--- src/rtl/rfid_pkg.sv ---
// Shared types and constants for the RFID UID matcher: FSM encoding,
// reserved UID patterns and the default repeat-suppression window.
package rfid_pkg;

  typedef enum logic [1:0] {
    ST_IDLE,
    ST_COMPARE,
    ST_REPORT,
    ST_HOLDOFF
  } state_t;

  typedef enum logic [1:0] {
    RES_NONE,
    RES_MATCH,
    RES_UNKNOWN,
    RES_LEARNED
  } result_t;

  localparam int UID_W_DEFAULT = 32;

  // Reader returns all-zeros for "no card" and all-ones on a bus fault.
  localparam logic [UID_W_DEFAULT-1:0] UID_NONE  = '0;
  localparam logic [UID_W_DEFAULT-1:0] UID_FAULT = '1;

  localparam int HOLDOFF_DEFAULT = 50_000_000;

endpackage

--- src/rtl/rfid_uid_matcher.sv ---
// Classifies RC522 UIDs against a small register table of registered cards,
// with learn/clear commands and a holdoff that suppresses repeated reads.
module rfid_uid_matcher
  import rfid_pkg::*;
#(
  parameter int NUM_SLOTS      = 4,
  parameter int UID_W          = UID_W_DEFAULT,
  parameter int HOLDOFF_CYCLES = HOLDOFF_DEFAULT
) (
  input  logic                         clk,
  input  logic                         rst,
  input  logic [UID_W-1:0]             uid,
  input  logic                         uid_valid,
  input  logic                         learn_req,
  input  logic [$clog2(NUM_SLOTS)-1:0] learn_slot,
  input  logic                         clear_all,
  output logic                         match,
  output logic [$clog2(NUM_SLOTS)-1:0] match_slot,
  output logic                         unknown,
  output logic                         learned,
  output logic                         learn_armed,
  output logic [NUM_SLOTS-1:0]         slot_valid,
  output logic                         busy
);

  localparam int IW = $clog2(NUM_SLOTS);
  localparam int CW = $clog2(HOLDOFF_CYCLES + 1);
  localparam logic [UID_W-1:0] NONE_PAT  = {UID_W{UID_NONE[0]}};
  localparam logic [UID_W-1:0] FAULT_PAT = {UID_W{UID_FAULT[0]}};
  localparam logic [IW-1:0]    LAST_IDX  = IW'(NUM_SLOTS - 1);
  localparam logic [CW-1:0]    HOLD_LOAD = CW'(HOLDOFF_CYCLES);

  state_t            state, state_n;
  result_t           result;
  logic [UID_W-1:0]  uid_table [NUM_SLOTS];
  logic [UID_W-1:0]  cur_uid, last_uid;
  logic [IW-1:0]     idx, target, learn_tgt;
  logic              learn_mode;
  logic [CW-1:0]     hold_cnt;

  logic uid_ok, accept, refresh, slot_hit, last_slot, to_report, learn_done;

  assign uid_ok     = uid_valid && (uid != NONE_PAT) && (uid != FAULT_PAT);
  assign accept     = uid_ok && !clear_all &&
                      ((state == ST_IDLE) || ((state == ST_HOLDOFF) && (uid != last_uid)));
  assign refresh    = uid_ok && !clear_all && (state == ST_HOLDOFF) && (uid == last_uid);
  assign slot_hit   = slot_valid[idx] && (uid_table[idx] == cur_uid);
  assign last_slot  = (idx == LAST_IDX);
  // Learn scans never exit early so every stale copy of the UID gets dropped.
  assign to_report  = (state == ST_COMPARE) && !clear_all &&
                      (last_slot || (!learn_mode && slot_hit));
  assign learn_done = to_report && learn_mode;
  assign busy       = (state == ST_COMPARE) || (state == ST_REPORT);

  always_ff @(posedge clk or posedge rst) begin
    if (rst) state <= ST_IDLE;
    else     state <= state_n;
  end

  always_comb begin
    state_n = state;
    match   = 1'b0;
    unknown = 1'b0;
    learned = 1'b0;
    if (clear_all) begin
      state_n = ST_IDLE;
    end else begin
      case (state)
        ST_IDLE:    if (accept) state_n = ST_COMPARE;
        ST_COMPARE: if (to_report) state_n = ST_REPORT;
        ST_REPORT: begin
          state_n = ST_HOLDOFF;
          match   = (result == RES_MATCH);
          unknown = (result == RES_UNKNOWN);
          learned = (result == RES_LEARNED);
        end
        ST_HOLDOFF: begin
          if (accept)                            state_n = ST_COMPARE;
          else if (!refresh && hold_cnt == '0)   state_n = ST_IDLE;
        end
        default:    state_n = ST_IDLE;
      endcase
    end
  end

  always_ff @(posedge clk or posedge rst) begin
    if (rst) begin
      for (int i = 0; i < NUM_SLOTS; i++) uid_table[i] <= '0;
      slot_valid  <= '0;
      cur_uid     <= '0;
      last_uid    <= '0;
      idx         <= '0;
      target      <= '0;
      learn_tgt   <= '0;
      learn_mode  <= 1'b0;
      learn_armed <= 1'b0;
      hold_cnt    <= '0;
      match_slot  <= '0;
      result      <= RES_NONE;
    end else begin
      if (accept) begin
        cur_uid    <= uid;
        last_uid   <= uid;
        learn_mode <= learn_armed;
        learn_tgt  <= target;
        idx        <= '0;
      end

      if (state == ST_COMPARE && !clear_all) begin
        idx <= idx + IW'(1);
        if (learn_mode) begin
          if (slot_hit && idx != learn_tgt) slot_valid[idx] <= 1'b0;
          if (last_slot) begin
            uid_table[learn_tgt]  <= cur_uid;
            slot_valid[learn_tgt] <= 1'b1;
            result                <= RES_LEARNED;
          end
        end else if (slot_hit) begin
          result     <= RES_MATCH;
          match_slot <= idx;
        end else if (last_slot) begin
          result <= RES_UNKNOWN;
        end
      end

      if (clear_all) slot_valid <= '0;

      // A fresh learn_req wins over the completion of an earlier learn.
      if (clear_all) begin
        learn_armed <= 1'b0;
      end else if (learn_req) begin
        learn_armed <= 1'b1;
        target      <= learn_slot;
      end else if (learn_done) begin
        learn_armed <= 1'b0;
      end

      if (clear_all)                              hold_cnt <= '0;
      else if (state == ST_REPORT || refresh)     hold_cnt <= HOLD_LOAD;
      else if (state == ST_HOLDOFF && hold_cnt != '0) hold_cnt <= hold_cnt - CW'(1);
    end
  end

endmodule

--- config.mk ---
export PLATFORM = sky130hd
export DESIGN_NAME = rfid_uid_matcher
export DESIGN_NICKNAME = d
export VERILOG_FILES = /design/src/rtl/rfid_pkg.sv /design/src/rtl/rfid_uid_matcher.sv
export SDC_FILE = /design/constraint.sdc
export NUM_CORES = 1
export LEC_CHECK = 0
export CAP_MARGIN = 25
export CORE_UTILIZATION = 57
export CTS_BUF_LIST = sky130_fd_sc_hd__clkbuf_4 sky130_fd_sc_hd__clkbuf_8
export CTS_CLUSTER_SIZE = 24
export DETAILED_ROUTE_END_ITERATION = 6
export PLACE_DENSITY = 0.79
export SYNTH_ARGS = -nofsm -noshare
export SYNTH_HDL_FRONTEND = slang
export SYNTH_SLANG_ARGS = --single-unit
export TNS_END_PERCENT = 1
--- constraint.sdc ---
create_clock -name clk -period 7.95 [get_ports clk]
set_clock_uncertainty 0.1 [all_clocks]
set_input_delay 1.9875 -clock clk [delete_from_list [all_inputs] [get_ports clk]]
set_output_delay 1.9875 -clock clk [all_outputs]
set_load 0.05 [all_outputs]
# [After elaboration in Yosys (flattened, before gate mapping)]
# Cells that the tools add are included.
[totals] ff_bits=204 output_inout_bits=11
[classes] add_sub_neg=2 n_lt_le_gt_ge=7 eq_ne=16 muxes=43 n_bitwise=7 n_reduce_logical=41
[op_table] operator="$bwmux W128" n=1
[op_table] operator="$mux W32" n=3
[op_table] operator="$mux W26" n=3
[op_table] operator="$bmux W32 S2" n=1
[op_table] operator="$demux W32 S2" n=1
[op_table] operator="$eq A32 B32 Y1" n=2
[op_table] operator="$ne A32 B32 Y1" n=1
[op_table] operator="$ne A32 B32 Y1 const B" n=1
[op_table] operator="$reduce_bool A32 Y1" n=1
[op_table] operator="$mux W4" n=7
[op_table] operator="$logic_not A26 Y1" n=1
[op_table] operator="$reduce_bool A26 Y1" n=1
[op_table] operator="$sub A26 B1 Y26 const B" n=1
[op_table] operator="$mux W2" n=11
[op_table] operator="$logic_and A1 B1 Y1" n=18
[op_table] operator="$mux W1" n=12
[op_table] operator="$reduce_and A3 Y1" n=4
[op_table] operator="$eq A2 B2 Y1 const B" n=5
[op_table] operator="$pmux W2 S4" n=1
[op_table] operator="$reduce_bool A2 Y1" n=4
[op_table] operator="$ge A3 B3 Y1 const B" n=2
[op_table] operator="$lt A2 B3 Y1 const B" n=2
[op_table] operator="$ne A3 B3 Y1 const B" n=2
[op_table] operator="$not A2 Y3" n=2
[op_table] operator="18 further kinds" n=29

# [Longest topological paths before layout]
# Gate-level depths: netlist of run 1.
[logic_depth] word_depth=15 mapped_depth=11

# [Worst setup path before layout of run 1]
# Ideal clock, no wire load.
[synth_timing] path_kind="input -> output" start="input clear_all" end="output match" arrival_time_ps=3044 required_time_ps=5863 path_slack_ps=2819 cell_stages=4 n_path_buf=1 path_cell_list="clkbuf_1 -> nor2b_1 -> nand2_1 -> nor2_1"
[synth_between] elab_chain_cells=1
[synth_rtl] item="start: declaration" line="rfid_uid_matcher.sv:16" text="input logic clear_all,"
[synth_rtl] item="$mux W1" line="rfid_uid_matcher.sv:65" text="if (clear_all) begin"
[synth_rtl] item="end: declaration" line="rfid_uid_matcher.sv:17" text="output logic match,"
# Every way passes these cells.

# [Final worst setup path of run 1]
# Ends and elaborated chain as after synthesis.

==> results of run 1 <==
==> metal layers <==
metal | up-vias | share of wire, % | routed length (µm)
li1 | 2931 | - | -
met1 | 3362 | 43 | 9624
met2 | 190 | 49 | 11040
met3 | 52 | 5.1 | 1155
met4 | 0 | 2.9 | 653
met5 | - | 0 | 0
==> cells in the mapped netlist (2+ instances only) <==
| cell | n | share of area (%) |
|---|---|---|
| sky130_fd_sc_hd__clkbuf_1 | 46 | 1.7 |
| sky130_fd_sc_hd__and3_1 | 3 | 0.18 |
| sky130_fd_sc_hd__nand3_2 | 2 | 0.20 |
| sky130_fd_sc_hd__buf_4 | 4 | 0.30 |
| sky130_fd_sc_hd__nand4b_1 | 2 | 0.17 |
| sky130_fd_sc_hd__buf_1 | 11 | 0.41 |
| sky130_fd_sc_hd__o21ai_0 | 13 | 0.64 |
| sky130_fd_sc_hd__xnor2_1 | 78 | 6.7 |
| sky130_fd_sc_hd__a21oi_1 | 21 | 1.0 |
| sky130_fd_sc_hd__a211oi_1 | 2 | 0.15 |
| sky130_fd_sc_hd__nand4_1 | 24 | 1.5 |
| sky130_fd_sc_hd__ha_1 | 10 | 1.2 |
| sky130_fd_sc_hd__nand2_1 | 22 | 0.81 |
| sky130_fd_sc_hd__nand3_1 | 7 | 0.34 |
| sky130_fd_sc_hd__mux2i_1 | 10 | 0.98 |
| sky130_fd_sc_hd__buf_2 | 4 | 0.20 |
| sky130_fd_sc_hd__nor4_1 | 16 | 0.98 |
| sky130_fd_sc_hd__nor4_2 | 3 | 0.37 |
| sky130_fd_sc_hd__dfrtp_1 | 204 | 50 |
| sky130_fd_sc_hd__o31ai_1 | 2 | 0.15 |
| sky130_fd_sc_hd__nand2b_1 | 3 | 0.18 |
| sky130_fd_sc_hd__or4_1 | 3 | 0.22 |
| sky130_fd_sc_hd__mux2_2 | 160 | 18 |
| sky130_fd_sc_hd__nor2_1 | 37 | 1.4 |
| sky130_fd_sc_hd__a2bb2oi_1 | 2 | 0.17 |
| sky130_fd_sc_hd__nor2b_1 | 3 | 0.18 |
| sky130_fd_sc_hd__mux2_1 | 7 | 0.78 |
| sky130_fd_sc_hd__or3b_2 | 2 | 0.17 |
| sky130_fd_sc_hd__or3_1 | 2 | 0.12 |
| sky130_fd_sc_hd__inv_1 | 16 | 0.59 |
| sky130_fd_sc_hd__a31oi_1 | 7 | 0.43 |
| sky130_fd_sc_hd__xor2_1 | 7 | 0.60 |
| sky130_fd_sc_hd__o22ai_1 | 2 | 0.12 |
| sky130_fd_sc_hd__or2_1 | 2 | 0.12 |
| sky130_fd_sc_hd__mux4_2 | 27 | 6.0 |
| sky130_fd_sc_hd__nor3_1 | 12 | 0.59 |
==> kinds of logic after synthesis <==
family / after synthesis / share of synthesized area [%]
buffers and inverters: 84 / 3.371
XOR/XNOR: 85 / 7.320
adder cells (fa/ha/maj): 10 / 1.230
multiplexers: 204 / 25.45
AND/OR/NAND/NOR: 150 / 8.156
flip-flops: 204 / 50.19
AO/OA/AOI/OAI: 64 / 4.281
==> worst register-to-register path: cells and delay by family (launching register included) <==
kind	cells	cell delay, ns
mux	2	0.96
simple gates	4	1.21
buf+inv	1	0.56
xor+xnor	1	0.30
flops	1	0.61
==> metrics by stage <==
stage               power [mW]  setup slack, ns  hold slack (ns)  cells
floorplan                2.424           0.2951           0.3602    801
global placement         2.651            1.854           0.3744   1014
detailed placement       2.718            1.798           0.3784   1017
CTS                      3.696            1.801           0.3917   1075
global route             3.876            1.677           0.4102   1076
finish                   3.684            1.808           0.3911   1076
==> worst paths after layout <==
path | to | slack (ns) | cells after the start
setup reg to reg | match_slot[1] | 4.11 | 8
hold reg to reg | match_slot[0] | 0.39 | 1
setup / recovery | match | 1.81 | 5
min in group asynchronous | hold_cnt[6] | 1.79 | 2
max in group asynchronous | uid_table[18] | 4.39 | 4
hold / removal | match_slot[0] | 0.39 | 1
==> area by class of cell <==
class	instances	area share (%)
Tap cell	225	2.438
Multi-Input combinational cell	513	41.13
Clock buffer	55	6.013
Inverter	18	0.6501
Clock inverter	3	0.1517
Sequential cell	204	44.23
Timing Repair Buffer	58	5.395
==> report_power, final <==
part,internal [mW],leakage (nW),switching [mW]
registers,1.27,2.74,0.335
logic,0.564,1.94,0.548
clock network,0.551,0.378,0.414
==> registers in the layout (all words and copies together), names as in the netlist <==
signal       count
target           2
idx              2
last_uid        32
learn_armed      1
hold_cnt        26
match_slot       2
slot_valid       4
uid_table      128
learn_mode       1
state            2
learn_tgt        2
result           2
==> results.cfg, run 1 <==
[worst_setup_path]
critical_path_buf_inv_count = 2
crit_path_max_incr_delay_ns = 0.80
worst_path_most_repeated_cell = sky130_fd_sc_hd__clkdlybuf4s50_1
startpoint = clear_all
critPathCaptureType = primary output
critical_path_arrival_ns = 4.05
cp_top_family = buffers and inverters
crit_path_max_fanout = 20
r2r-start = idx[0]
path_cells = clkdlybuf4s50_1, nor2b_1, nand2_1, nor2_1, clkdlybuf4s50_1
worst_path_max_delay_cell = sky130_fd_sc_hd__clkdlybuf4s50_1
cp_data_required_time_ns = 5.86
setup.worst_path.start_class = input pin
setup.worst_path.class = in2out

[job]
max_cap_violations = 0

[grt]
grt_most_used_layer = met2
grtUsageMet2_pct = 42.66
largest_net_degree_at_the_start_of_global_routing = 147
grt-ovfl-total = 0
grt_use_total_pct = 26.02
grt_antenna_before_repair = 0
met3_demand_to_capacity_share_in_global_routing_pct = 4.153
first_global_vias = 6885
grt_use_met1_pct = 34.93
grt_first_pass_wirelength_um = 36460

[outcome]
outcome = finished clean

[routing]
detail-route-antenna-nets = 0
vias = 6535
drt_first_iter_violations = 345
drtPass1Iterations = 6
avgViaCountPerCell = 6.073
routedWlPerCell_um = 20.88
drt-total-wl_um = 22470
drt_drc_violations_left = 0

[final_layout]
utilization_pct = 66.54
most_common_library_cell_in_the_layout_ignoring_fill_and_taps = sky130_fd_sc_hd__dfrtp_1
multiInputGateArea_um2 = 4750
final_cell_mix = sky130_fd_sc_hd__dfrtp_1, sky130_fd_sc_hd__mux2_2, sky130_fd_sc_hd__xnor2_1, sky130_fd_sc_hd__clkdlybuf4s50_1, sky130_fd_sc_hd__clkbuf_8
fin_nets = 879
post_route_cells_drive_above_1_share_pct = 32.31
antenna_cells_inserted = 0
fillCellCount = 1226
flow.area_growth_from_synthesis_pct = 13.54
sequential_cell_area_um2 = 5107
fin_area_um2 = 11550

[clocking]
clkSinkCount = 204
tritoncts = yes
post_cts_hold_buffer_count = 0
clock_latency_ns = 0.52
cts-buffers-inserted = 35
clock-root-buffer = sky130_fd_sc_hd__clkbuf_8
clk_pin_slew_ns = 0.06
cts_buffer_depth = 3
post-cts-setup-buffer-count = 0
clock_tree.htree_level_count = 2
post_cts_resize_count = 0

[die]
die_h_um = 135.6
core-area_um2 = 17360
design.portCount = 50
design.die.area_um2 = 18380
rows = 48
initial_utilization_pct = 58.60
die_width_um = 135.6

[timing]
slew_headroom_pct = 47.43
maxSlewViolCount = 0
final-setup-viol-count = 0
max_freq_mhz = 162.8
setup-tns-final_ns = 0
worstMarginPinSlew_ns = 0.7856
final_hold_violations = 0
fin_crit_ns = 6.142
timing.final.crit_share_pct = 77.25
rsz0062_at_grt = no

[synth]
fraction_of_registers_with_async_set_reset_pct = 100.0
postSynthAreaPerCell_um2 = 12.70
yosys_register_bits = 204
synth_edf_count = 0
synthesis.instances = 801
synth.lib_cells_used.distinct = 61
yosysWarnings = 0
postSynth.topFlopCell = sky130_fd_sc_hd__dfrtp_1
synth.yosys.seq_area_share_pct = 50.19
synthesis.area_um2 = 10170
synth_nets = 850

[hold_path]
hold_startpoint = match_slot[0]
hold_path.class = reg2reg

[placement]
place.detailed.hpwl_um = 14940
gp_routability_congestion = 0.8724
io_buffer_count = 49
dpl_cell_area_um2 = 10810

[pwr]
vdd.ir_drop.worst_uv = 221.5
power_per_cell_area_nw_per_um2 = 319.0
leakagePower_nw = 5.057
(Power assumes the default switching activity.)
==> inputs of run 2 (changes only) <==
==> constraint.sdc (replaced) <==
create_clock -name clk -period 5 [get_ports clk]
set_clock_uncertainty 0.1 [all_clocks]
set_input_delay 1.25 -clock clk [delete_from_list [all_inputs] [get_ports clk]]
set_output_delay 1.25 -clock clk [all_outputs]
set_load 0.05 [all_outputs]
==> results.cfg, run 2 (same netlist as run 1, synthesis figures left out) <==
[final_layout]
largest_register_ffs = 128
post_route_cells_drive_above_1_share_pct = 33.29
fillCellCount = 1265
antenna_cells_inserted = 0
flow.area_growth_from_synthesis_pct = 13.61
final_cell_mix = sky130_fd_sc_hd__dfrtp_1, sky130_fd_sc_hd__mux2_2, sky130_fd_sc_hd__xnor2_1, sky130_fd_sc_hd__clkdlybuf4s50_1, sky130_fd_sc_hd__clkbuf_8
most_common_library_cell_in_the_layout_ignoring_fill_and_taps = sky130_fd_sc_hd__dfrtp_1
reg_top3 = uid_table (128), last_uid (32), hold_cnt (26)
fin_nets = 883
utilization_pct = 66.57
register_bank_with_the_most_flops = uid_table

[timing]
max_freq_mhz = 256.6
worstMarginPinSlew_ns = 0.8857
fin_crit_ns = 3.897
final_hold_violations = 0
final_critical_path_setup_slack_ns = 1.103
timing.final.crit_share_pct = 77.95
finalHoldWorstSlack_ns = 0.3902
slew_headroom_pct = 40.95
final-setup-viol-count = 0
rsz0062_at_grt = no
setup-tns-final_ns = 0
maxSlewViolCount = 0

[placement]
pre_cts_ws_ns = 0.5844
gp_routability_congestion = 0.8459
place.detailed.hpwl_um = 15470
io_buffer_count = 49

[clocking]
cts_buffer_depth = 3
tritoncts = yes
cts-buffers-inserted = 35
clk_pin_slew_ns = 0.06
clkSinkCount = 204
post_cts_hold_buffer_count = 0
clock_latency_ns = 0.53
post-cts-setup-buffer-count = 0
post_cts_resize_count = 0
clock_tree.htree_level_count = 2
clock-root-buffer = sky130_fd_sc_hd__clkbuf_8

[pwr]
clock_power_share_pct = 26.0
combinational_group_share_of_total_power_pct = 30.3
sw_frac_of_total_pct = 35.48
total_power_mw = 5.899
vdd.ir_drop.worst_uv = 350.3
power.internal_mw = 3.806
power_per_cell_area_nw_per_um2 = 510.5
leakagePower_nw = 5.081
power_frac_seq_pct = 43.6
p_sw_mw = 2.093

[worst_setup_path]
reg2reg_to = match_slot[1]
end_of_the_critical_path = hold_cnt[1]
crit_path_max_fanout = 14
worst-r2r-cell-count = 8
critPathCaptureType = flop
setup.worst_path.start_class = input pin
setup.worst_path.class = in2reg
startpoint = uid[25]
cp_data_required_time_ns = 5.32
r2r-start = idx[1]
critical_path_arrival_ns = 4.22
worst-r2r-setup-slack_ns = 1.23

[routing]
drtPass1Iterations = 6
detail-route-antenna-nets = 0
met3WireLength_um = 1214
wl_met1_um = 9743
drt-total-wl_um = 23060
wl_met2_um = 11100
avgViaCountPerCell = 6.112
drt_drc_violations_left = 0
vias = 6625
routedWlPerCell_um = 21.27
drt_first_iter_violations = 314
maxUsedRoutingLayer = met4

[outcome]
outcome = finished clean

[job]
max_cap_violations = 0

[hold_path]
hold_path.class = reg2reg

[grt]
grt_antenna_before_repair = 0
largest_net_degree_at_the_start_of_global_routing = 146
grt_use_total_pct = 26.70
grt_first_pass_wirelength_um = 37050
first_global_vias = 6944
grt-ovfl-total = 0

[die]
die_h_um = 135.6
initial_utilization_pct = 58.60
die_width_um = 135.6
design.portCount = 50
core-area_um2 = 17360
design.die.area_um2 = 18380
rows = 48
==> run 2: cell count changes in the layout (fill, tap and decap cells not counted) <==
cell,previous run,this run
sky130_fd_sc_hd__buf_12,2,3
sky130_fd_sc_hd__clkinvlp_4,1,2
sky130_fd_sc_hd__buf_16,2,0
sky130_fd_sc_hd__buf_4,5,13
sky130_fd_sc_hd__inv_6,0,1
sky130_fd_sc_hd__inv_8,1,0
sky130_fd_sc_hd__clkbuf_8,45,44
sky130_fd_sc_hd__clkinv_2,2,6
sky130_fd_sc_hd__clkdlybuf4s50_1,49,46
==> run 2: metal layers <==
metal | vias up | GRT usage (%)
li1 | 2949 | -
met1 | 3408 | 35.05
met2 | 204 | 41.95
met3 | 64 | 5.425
met4 | 0 | 14.04
met5 | - | 0
==> run 2: worst min path at each step <==
stage / from / endpoint / slack [ns] / cells after the start
2_1_floorplan: target[0] / learn_tgt[0] / 0.36 / 1
3_3_place_gp: uid_table[15] / uid_table[15] / 0.38 / 2
3_5_place_dp: match_slot[0] / match_slot[0] / 0.38 / 1
4_1_cts: match_slot[0] / match_slot[0] / 0.40 / 1
5_1_grt: uid_table[24] / uid_table[24] / 0.41 / 1
6_report: match_slot[0] / match_slot[0] / 0.39 / 1
==> run 2: per-stage QoR <==
step,cells,instance area [µm²]
6_report,1084,11550
5_1_grt,1084,11550
4_1_cts,1083,11530
3_5_place_dp,1021,10810
3_3_place_gp,1021,10810
2_1_floorplan,801,10170
==> run 2: area by class of cell <==
| cell class | count | area, µm² | share of cell area, % |
|---|---|---|---|
| well taps | 225 | 281.5 | 2.436 |
| clock buffers | 54 | 680.7 | 5.891 |
| flip-flops and latches | 204 | 5107 | 44.20 |
| inverters | 18 | 71.32 | 0.6172 |
| multi-input cells | 513 | 4750 | 41.10 |
| repair buffers | 62 | 618.1 | 5.349 |
| clock inverters | 8 | 46.29 | 0.4007 |
==> run 2: power groups by stage <==
stage / clock, mW / combinational [mW] / sequential (mW)
2_1_floorplan: 0 / 1.66 / 2.20
3_3_place_gp: 0 / 1.66 / 2.58
3_5_place_dp: 0 / 1.71 / 2.64
4_1_cts: 1.57 / 1.72 / 2.62
5_1_grt: 1.64 / 1.94 / 2.64
6_report: 1.54 / 1.79 / 2.57
==> run 2: worst max-delay path, stage by stage <==
cell and delay [ns]:
sky130_fd_sc_hd__clkdlybuf4s50_1 0.47, sky130_fd_sc_hd__nor4_1 0.51, sky130_fd_sc_hd__nand4_1 0.19, sky130_fd_sc_hd__o2111ai_1 0.63, sky130_fd_sc_hd__nor3_1 0.17, sky130_fd_sc_hd__nor2_1 0.14
sky130_fd_sc_hd__buf_4 0.20, sky130_fd_sc_hd__nand2_1 0.32, sky130_fd_sc_hd__a211oi_1 0.33
==> inputs of run 3 (changes only) <==
--- a/config.mk
+++ b/config.mk
@@ -6,11 +6,11 @@
 export NUM_CORES = 1
 export LEC_CHECK = 0
 export CAP_MARGIN = 25
-export CORE_UTILIZATION = 57
+export CORE_UTILIZATION = 63
 export CTS_BUF_LIST = sky130_fd_sc_hd__clkbuf_4 sky130_fd_sc_hd__clkbuf_8
 export CTS_CLUSTER_SIZE = 24
 export DETAILED_ROUTE_END_ITERATION = 6
-export PLACE_DENSITY = 0.79
+export PLACE_DENSITY = 0.83
 export SYNTH_ARGS = -nofsm -noshare
 export SYNTH_HDL_FRONTEND = slang
 export SYNTH_SLANG_ARGS = --single-unit
==> constraint.sdc (replaced) <==
create_clock -name clk -period 4.06 [get_ports clk]
set_clock_uncertainty 0.1 [all_clocks]
set_input_delay 1.015 -clock clk [delete_from_list [all_inputs] [get_ports clk]]
set_output_delay 1.015 -clock clk [all_outputs]
set_load 0.05 [all_outputs]
==> results.cfg, run 3 (same netlist as run 1, synthesis figures left out) <==
[clocking]
cts-buffers-inserted = 35
clk_pin_slew_ns = 0.06
clock_tree.htree_level_count = 2
tritoncts = yes
post-cts-setup-buffer-count = 0
cts_buffer_depth = 3
clock-root-buffer = sky130_fd_sc_hd__clkbuf_8
post_cts_resize_count = 0
post_cts_hold_buffer_count = 0
clkSinkCount = 204
clock_latency_ns = 0.53

[final_layout]
most_common_library_cell_in_the_layout_ignoring_fill_and_taps = sky130_fd_sc_hd__dfrtp_1
fin_area_um2 = 11700
flow.area_growth_from_synthesis_pct = 15.00
largest_register_ffs = 128
reg_top3 = uid_table (128), last_uid (32), hold_cnt (26)
final_cell_mix = sky130_fd_sc_hd__dfrtp_1, sky130_fd_sc_hd__mux2_2, sky130_fd_sc_hd__xnor2_1, sky130_fd_sc_hd__clkdlybuf4s50_1, sky130_fd_sc_hd__clkbuf_8
utilization_pct = 73.90
fin_nets = 893
antenna_cells_inserted = 0
register_bank_with_the_most_flops = uid_table
final_cells = 1084
post_route_cells_drive_above_1_share_pct = 33.99

[placement]
dpl_cell_area_um2 = 10930
place.detailed.hpwl_um = 16300
placed_instance_count = 1022
gp_routability_congestion = 0.9128
io_buffer_count = 49

[outcome]
outcome = finished clean

[pwr]
leakagePower_nw = 5.145
p_sw_mw = 2.651
power.internal_mw = 4.734
combinational_group_share_of_total_power_pct = 30.6
vdd.ir_drop.worst_uv = 334.4
power_per_cell_area_nw_per_um2 = 631.3
total_power_mw = 7.384
sw_frac_of_total_pct = 35.90
power_frac_seq_pct = 43.3
clock_power_share_pct = 26.1

[timing]
fin_crit_ns = 3.596
timing.final.crit_share_pct = 88.58
max_freq_mhz = 278.1
setup-tns-final_ns = 0
slew_headroom_pct = 44.91
final-setup-viol-count = 0
worstMarginPinSlew_ns = 0.8246
maxSlewViolCount = 0
final_hold_violations = 0
rsz0062_at_grt = no

[routing]
drt_drc_violations_left = 0
routedWlPerCell_um = 22.06
drt-total-wl_um = 23910
avgViaCountPerCell = 6.220
drt_first_iter_violations = 487
drtPass1Iterations = 5
detail-route-antenna-nets = 0
vias = 6743

[worst_setup_path]
critPathCaptureType = flop
crit_path_max_fanout = 16
critical_path_arrival_ns = 3.91
setup.worst_path.start_class = flop
setup.worst_path.class = reg2reg
cp_data_required_time_ns = 4.37

[grt]
first_global_vias = 7175
grt_use_total_pct = 30.96
grt-ovfl-total = 0
largest_net_degree_at_the_start_of_global_routing = 70
grt_first_pass_wirelength_um = 38700
grt_antenna_before_repair = 0

[die]
core-area_um2 = 15830
rows = 46
die_h_um = 129.1
die_width_um = 129.1
design.die.area_um2 = 16660
initial_utilization_pct = 64.26
design.portCount = 50

[job]
max_cap_violations = 0

[hold_path]
hold_path.class = reg2reg
run 3: path summary, 6_finish.rpt:
kind	end	from	slack, ns	depth (start not counted)
worst max-delay path	match_slot[1]	idx[0]	0.46	8
worst min-delay path	match_slot[0]	match_slot[0]	0.38	1
worst max register to register	match_slot[1]	idx[0]	0.46	8
worst min register to register	match_slot[0]	match_slot[0]	0.38	1
max in group asynchronous	uid_table[116]	rst	2.13	3
min in group asynchronous	uid_table[42]	rst	0.89	2
run 3: power by group through the flow:
| stage | clock network (mW) | logic, mW | registers (mW) |
|---|---|---|---|
| finish | 1.93 | 2.26 | 3.19 |
| CTS | 1.96 | 2.24 | 3.18 |
| global route | 2.05 | 2.42 | 3.27 |
| floorplan | 0 | 2.04 | 2.70 |
| global placement | 0 | 2.14 | 3.14 |
| detailed placement | 0 | 2.23 | 3.21 |
run 3: critical path: stages (launching register included):
cell and delay (ns):
sky130_fd_sc_hd__dfrtp_2 0.76, sky130_fd_sc_hd__buf_4 0.35, sky130_fd_sc_hd__mux4_2 0.55, sky130_fd_sc_hd__xnor2_1 0.45, sky130_fd_sc_hd__nand4_1 0.15, sky130_fd_sc_hd__nor2_1 0.22
sky130_fd_sc_hd__nand3_1 0.16, sky130_fd_sc_hd__nor4_2 0.35, sky130_fd_sc_hd__mux2_1 0.37
run 3: through the flow:
stage,hold slack [ns],worst slack [ns]
global placement,0.3709,0.3276
detailed placement,0.3751,0.2749
CTS,0.3882,0.4662
finish,0.3843,0.4635
global route,0.4094,0.2580
floorplan,0.3602,0.3007
run 3: routing by layer:
metal  up-vias  routed length, µm  global-route usage (%)
met1      3453               9714                   39.68
met2       260              12020                   51.19
met5         -                  0                       0
met3        68               1345                   6.111
met4         0                831                   14.67
li1       2962                  -                       -
run 3: area by class of cell:
class                           count  area, µm²
Multi-Input combinational cell    513       4750
Sequential cell                   204       5107
Inverter                           18      71.32
Tap cell                          216      270.3
Clock inverter                      6      40.04
Timing Repair Buffer               72      763.2
Fill cell                         997       4131
Clock buffer                       55      694.4
